**src/rtl/hazard_pkg.sv**
```systemverilog
// Shared types and defaults for the pipeline hazard scoreboard.
// Latency: none (types and constants only).
// Backpressure: none; HAZARD_SCOREBOARD_FWD_EN is consumed by hazard_scoreboard.
package hazard_pkg;

  // Default register index width (32 architectural registers).
  localparam int IDX_W_DEF = 5;

  // One tracked in-flight instruction: valid, destination, is-load.
  typedef struct packed {
    logic                 v;
    logic [IDX_W_DEF-1:0] rd;
    logic                 ld;
  } sb_entry_t;

  // EX operand bypass select.
  typedef enum logic [1:0] {
    FWD_RF  = 2'd0,
    FWD_MEM = 2'd1,
    FWD_WB  = 2'd2
  } fwd_sel_e;

endpackage

```
**src/rtl/sb_match.sv**
```systemverilog
// Youngest-producer priority encoder for one source operand against the scoreboard.
// Latency: purely combinational.
// Backpressure: none; result feeds the stall and bypass logic directly.
module sb_match
  import hazard_pkg::*;
#(
  parameter int IDX_W = IDX_W_DEF,
  parameter int DEPTH = 3,
  parameter int POS_W = (DEPTH > 1) ? $clog2(DEPTH) : 1
) (
  input  logic                  i_used,
  input  logic [IDX_W-1:0]      i_src,
  input  sb_entry_t [DEPTH-1:0] i_entries,
  output logic                  o_hit,
  output logic [POS_W-1:0]      o_idx,
  output logic                  o_ld
);

  // x0 reads never depend on anything, and unused operands cannot hazard.
  logic w_src_ok;
  assign w_src_ok = i_used && (i_src != '0);

  // Scan oldest to youngest so the lowest matching index (youngest producer) wins.
  always_comb begin
    o_hit = 1'b0;
    o_idx = '0;
    o_ld  = 1'b0;
    for (int k = DEPTH - 1; k >= 0; k--) begin
      if (w_src_ok && i_entries[k].v && (i_entries[k].rd == IDX_W_DEF'(i_src))) begin
        o_hit = 1'b1;
        o_idx = POS_W'(k);
        o_ld  = i_entries[k].ld;
      end
    end
  end

endmodule

```
**src/rtl/hazard_scoreboard.sv**
```systemverilog
// Hazard scoreboard: tracks in-flight rd past ID, drives the ID stall, counts stall cycles.
// Latency: stall is same-cycle; bypass selects register with issue and are valid in EX.
// Backpressure: stall holds PC and IF/ID; flush overrides stall. HAZARD_SCOREBOARD_FWD_EN enables bypass.
module hazard_scoreboard
  import hazard_pkg::*;
#(
  parameter int NUM_REGS    = 32,
  parameter int IDX_W       = $clog2(NUM_REGS),
  parameter int DEPTH       = 3,
  parameter int FLUSH_DEPTH = 0,
  parameter int CNT_W       = 32
) (
  input  logic                       clk,
  input  logic                       rst,
  input  logic                       id_valid,
  input  logic [IDX_W-1:0]           id_rs1,
  input  logic [IDX_W-1:0]           id_rs2,
  input  logic                       id_rs1_used,
  input  logic                       id_rs2_used,
  input  logic [IDX_W-1:0]           id_rd,
  input  logic                       id_reg_wr,
  input  logic                       id_is_load,
  input  logic                       flush,
  output logic                       stall,
  output logic [1:0]                 ex_fwd_a,
  output logic [1:0]                 ex_fwd_b,
  output logic [$clog2(DEPTH+1)-1:0] inflight_cnt,
  output logic [CNT_W-1:0]           stall_count
);

  localparam int POS_W    = (DEPTH > 1) ? $clog2(DEPTH) : 1;
  localparam int CNT_IF_W = $clog2(DEPTH + 1);

  // Entry 0 is the instruction in EX, entry DEPTH-1 the one in WB.
  sb_entry_t [DEPTH-1:0] r_sb;
  sb_entry_t             w_new;
  logic                  w_issue;
  logic                  w_hazard;
  logic                  w_hit_a, w_hit_b, w_ld_a, w_ld_b;
  logic [POS_W-1:0]      w_idx_a, w_idx_b;
  logic [CNT_IF_W-1:0]   w_inflight;
  logic [CNT_W-1:0]      r_stall_cnt;

  sb_match #(.IDX_W(IDX_W), .DEPTH(DEPTH), .POS_W(POS_W)) u_match_rs1 (
    .i_used(id_rs1_used), .i_src(id_rs1), .i_entries(r_sb),
    .o_hit(w_hit_a), .o_idx(w_idx_a), .o_ld(w_ld_a)
  );

  sb_match #(.IDX_W(IDX_W), .DEPTH(DEPTH), .POS_W(POS_W)) u_match_rs2 (
    .i_used(id_rs2_used), .i_src(id_rs2), .i_entries(r_sb),
    .o_hit(w_hit_b), .o_idx(w_idx_b), .o_ld(w_ld_b)
  );

`ifdef HAZARD_SCOREBOARD_FWD_EN
  // Only a load still in EX cannot be bypassed; everything else is forwarded.
  assign w_hazard = (w_hit_a && (w_idx_a == '0) && w_ld_a) ||
                    (w_hit_b && (w_idx_b == '0) && w_ld_b);

  // Producer at entry k is one stage further along when the consumer reaches EX.
  // The WB-stage producer writes this cycle and relies on regfile write-through.
  function automatic fwd_sel_e fwd_sel(input logic hit, input logic [POS_W-1:0] idx);
    fwd_sel_e sel;
    logic     not_last;
    not_last = (int'(idx) < DEPTH - 1);
    sel      = FWD_RF;
    if (hit && not_last && (idx == POS_W'(0)))      sel = FWD_MEM;
    else if (hit && not_last && (idx == POS_W'(1))) sel = FWD_WB;
    return sel;
  endfunction

  fwd_sel_e r_fwd_a, r_fwd_b;

  // Bypass selects travel with the issuing instruction; bubbles read the regfile.
  always_ff @(posedge clk or negedge rst) begin
    if (!rst) begin
      r_fwd_a <= FWD_RF;
      r_fwd_b <= FWD_RF;
    end else if (w_issue) begin
      r_fwd_a <= fwd_sel(w_hit_a, w_idx_a);
      r_fwd_b <= fwd_sel(w_hit_b, w_idx_b);
    end else begin
      r_fwd_a <= FWD_RF;
      r_fwd_b <= FWD_RF;
    end
  end

  assign ex_fwd_a = r_fwd_a;
  assign ex_fwd_b = r_fwd_b;
`else
  // Without bypass any in-flight producer of a source blocks issue.
  assign w_hazard = w_hit_a || w_hit_b;
  assign ex_fwd_a = FWD_RF;
  assign ex_fwd_b = FWD_RF;

  logic w_unused;
  assign w_unused = ^{w_idx_a, w_idx_b, w_ld_a, w_ld_b};
`endif

  // A redirect discards the ID instruction, so it never counts as a stall.
  assign stall   = id_valid && !flush && w_hazard;
  assign w_issue = id_valid && !stall && !flush;

  // x0 writes are not tracked; a non-issuing cycle injects a clean bubble.
  always_comb begin
    w_new = '0;
    if (w_issue) begin
      w_new.v  = id_reg_wr && (id_rd != '0);
      w_new.rd = IDX_W_DEF'(id_rd);
      w_new.ld = id_is_load;
    end
  end

  // Advance the scoreboard every cycle; flush squashes the youngest FLUSH_DEPTH entries.
  always_ff @(posedge clk or negedge rst) begin
    if (!rst) begin
      r_sb <= '0;
    end else begin
      r_sb[0] <= w_new;
      for (int i = 1; i < DEPTH; i++) begin
        r_sb[i] <= (flush && ((i - 1) < FLUSH_DEPTH)) ? '0 : r_sb[i-1];
      end
    end
  end

  // Count live entries.
  always_comb begin
    w_inflight = '0;
    for (int k = 0; k < DEPTH; k++) begin
      w_inflight = w_inflight + CNT_IF_W'(r_sb[k].v);
    end
  end

  assign inflight_cnt = w_inflight;

  // Saturating stall-cycle counter.
  always_ff @(posedge clk or negedge rst) begin
    if (!rst) begin
      r_stall_cnt <= '0;
    end else if (stall && (r_stall_cnt != '1)) begin
      r_stall_cnt <= r_stall_cnt + 1'b1;
    end
  end

  assign stall_count = r_stall_cnt;

endmodule
```
**config.mk**
```make
export PLATFORM = sky130hd
export DESIGN_NAME = hazard_scoreboard
export DESIGN_NICKNAME = d
export VERILOG_FILES = /design/src/rtl/hazard_pkg.sv /design/src/rtl/sb_match.sv /design/src/rtl/hazard_scoreboard.sv
export SDC_FILE = /design/constraint.sdc
export NUM_CORES = 1
export LEC_CHECK = 0
export CAP_MARGIN = 20
export CORE_AREA = 3 3 65 112
export CTS_BUF_LIST = sky130_fd_sc_hd__clkbuf_4
export CTS_CLUSTER_DIAMETER = 150
export CTS_CLUSTER_SIZE = 30
export DETAILED_ROUTE_END_ITERATION = 7
export DIE_AREA = 0 0 68 115
export GPL_TIMING_DRIVEN = 0
export MAX_ROUTING_LAYER = met4
export PLACE_DENSITY = 0.61
export SLEW_MARGIN = 40
export SYNTH_ARGS = -nofsm -noshare
export SYNTH_HDL_FRONTEND = slang
export SYNTH_SLANG_ARGS = --single-unit
```
**constraint.sdc**
```tcl
create_clock -name clk -period 3.3 [get_ports clk]
set_input_delay 0.825 -clock clk [delete_from_list [all_inputs] [get_ports clk]]
set_output_delay 0.825 -clock clk [all_outputs]
set_load 0.005 [all_outputs]
```
==> run_results.csv <==
group,metric,value,unit
cells_and_area,layout-drive-gt1-share,13.4,%
flow_run,cap_violations,0,
cells_and_area,nets,323,
place,dp_hpwl,4800,um
yosys,syn_area,2550,um2
cells_and_area,final_common_cell,"dfrtp_1",
drt,first_pass_iters,7,
place,gp_congestion,0.803,
power,vdd_ir_drop_max,0.000238,V
sta,timing.final.max_slew_violations,0,
cells_and_area,final_area,3350,um2
yosys,synth_area_leaders,"dfrtp_1, xnor2_1, xor2_1",
setup_path,crit_path_start_kind,"primary input",
cells_and_area,syn2layout_area_growth,31.0,%
drt,drt_iter0_drc,57,
setup_path,r2r_end,"stall_count[6]$_DFFE_PN0P_",
yosys,synth.avg_cell_area,11.2,um2
setup_path,required,2.47,ns
die,placementRows,39,
place,port_buffers,56,
drt,viasPerCell,5.16,
place,dpl-instance-area,3250,um2
setup_path,max_stage_delay,0.37,ns
setup_path,endpoint_kind,"output port",
setup_path,cp_cell_sequence,"buf_4, xor2_1, nor4_2, nand3_1, and3_4, o32ai_4, buf_6, buf_2",
global_routing,grt_pass1_vias,2161,
yosys,synth_cell_types,34,
die,num_io_pins,62,
drt,num_vias,1970,
drt,ant_nets,0,
sta,rsz0062_at_grt,"no",
yosys,ys_seq_elements,50,
power,power-per-cell-area,306,nW/um2
power,total_power,1.02,mW
yosys,yosys_warnings,0,
sta,period_needed,3.17,ns
drt,drc,0,
cells_and_area,layout_common_cells,"dfrtp_1, clkdlybuf4s50_1, xnor2_1",
die,fp.dieH,115,um
sta,worst_pin_slew,0.526,ns
clocking,h-tree-depth,2,
clocking,clock_sinks,50,
outcome,status,"finished clean",
clocking,cts_tree,"yes",
clocking,clock_latency,0.36,ns
drt,totalWireLength,6400,um
setup_path,r2r_cells,7,
global_routing,grt_pass1_wl,10300,um
die,die_area,7820,um2
global_routing,grt_max_degree,41,
sta,max_freq,315,MHz
global_routing,grt.overflow.total,0,
die,start_util,39.1,%
clocking,cts.clk_slew.worst_paths,0.13,ns
sta,skew,0.00466,ns
sta,fin_tns_setup,0,ns
sta,setup_viol,0,
clocking,root_buffer,"clkbuf_4",
global_routing,antenna_found_initial,1,
drt,wl_per_cell,16.7,um
power,static-leakage-power,1.44,nW
yosys,yosysTopAreaCellShare,49.0,%
die,die_width,68,um
setup_path,cp_max_fo,4,
yosys,yosys.area.top_type,"dfrtp_1",
setup_path,r2r-start,"stall_count[0]$_DFFE_PN0P_",
sta,period_share,96.2,%
global_routing,grt_use_total,18.4,%
yosys,ys_seq_area_share,49.0,%
yosys,postSynthCellCount,229,
setup_path,slowest_stage,"nor4_2",
setup_path,r2r_setup_slack,0.92,ns
clocking,cts.path.max_buffers,2,
setup_path,path_class,"primary input to output port",
die,core_area,6540,um2
setup_path,crit_arrival,2.35,ns
sta,hold_viol,0,
clocking,cts-buffers-inserted,5,
min_path,hold_class,"primary input to asynchronous set/reset pin",
sta,relSlewSlack,64.6,%
## cells by family (layout without fill, tap and decap cells)
group | count (synthesis) | after routing | synth area share [%]
AOI/OAI and AO/OA | 6 | 6 | 2.60
muxes | 2 | 2 | 1.03
xor gates and xnor gates | 60 | 60 | 20.6
other | 1 | 5 | 0.147
DFF | 50 | 50 | 49.0
and+or+nand+nor | 98 | 98 | 22.5
adders and majority gates | 2 | 2 | 1.27
buffers and inverters | 10 | 77 | 2.94
## critical path: cells and delay by family
| kind | cells | cell delay [ns] |
|---|---|---|
| AO/OA/AOI/OAI | 1 | 0.29 |
| XOR/XNOR | 1 | 0.17 |
| buffers and inverters | 3 | 0.39 |
| AND/OR/NAND/NOR | 3 | 0.69 |
## cells in the mapped netlist
library cell / count
dfrtp_1: 50
xnor2_1: 36
xor2_1: 24
nand3_1: 23
and3_1: 16
nand4_1: 16
nand2_1: 9
and2_1: 7
nor4_1: 7
nor2_1: 6
and4_1: 5
buf_4: 4
buf_6: 3
clkbuf_1: 2
nor3_1: 2
a21oi_2: 1
and3_4: 1
conb_1: 1
fa_1: 1
ha_1: 1
inv_1: 1
mux2_1: 1
mux2_4: 1
nor4_2: 1
o21ai_0: 1
o21ai_2: 1
o22ai_1: 1
o311a_1: 1
o32ai_4: 1
or2_2: 1
or2b_2: 1
or3_1: 1
or4_1: 1
or4_2: 1
## timing repair
item                                    in CTS  in global routing
hold buffers                                 0                  0
gates resized for setup                     38                  3
pin swaps                                   12                 10
buffers inserted                             2                  0
endpoints found under the setup margin       1                  1
## state kept, by name, summed over array words and instances (netlist names)
signal       flops
stall_count     32
r_sb            18
## layout make-up
class                      instances  area (um2)
buffer                             9        71.3
clock buffer                       6        45.0
fill                             631        3190
inverter                           1        3.75
multi-input combinational        172        1290
sequential                        50        1250
tap                               82         103
timing repair buffer              59         569
clock inverter                     2        8.76
antenna                            1        2.50
## how the worst max path moves through the flow
| stage | startpoint | to |
|---|---|---|
| after floorplan | id_rs1[0] | stall |
| after global placement | id_rs1[2] | stall |
| after detailed placement | id_rs1[2] | stall |
| after CTS | id_rs2[3] | stall |
| after global routing | id_rs1[0] | stall |
| final | id_rs1[0] | stall |
## per-stage QoR
step | utilization [%] | setup WS [ns] | hold WS [ns] | cells
after global placement | 49.4 | -1.13 | 0.416 | 370
after detailed placement | 49.7 | -1.09 | 0.420 | 371
final | 51.2 | 0.125 | 0.273 | 382
after global routing | 51.2 | 0.0703 | 0.240 | 382
after floorplan | - | 0.454 | 0.409 | 232
after CTS | 51.1 | 0.000302 | 0.252 | 381
## layer usage
layer	share of wire (%)	routed length [um]	track usage (%)
met5	0	0	-
met4	2.3	147	7.57
met3	3.7	235	2.93
met2	55	3520	32.8
met1	39	2490	19.5
## power breakdown
part	internal (mW)	leakage, nW	switching [mW]
clock	0.0887	0.0331	0.185
combinational	0.0567	0.717	0.0543
sequential	0.624	0.689	0.0142
total	0.770	1.44	0.254
(Power assumes the default switching activity.)
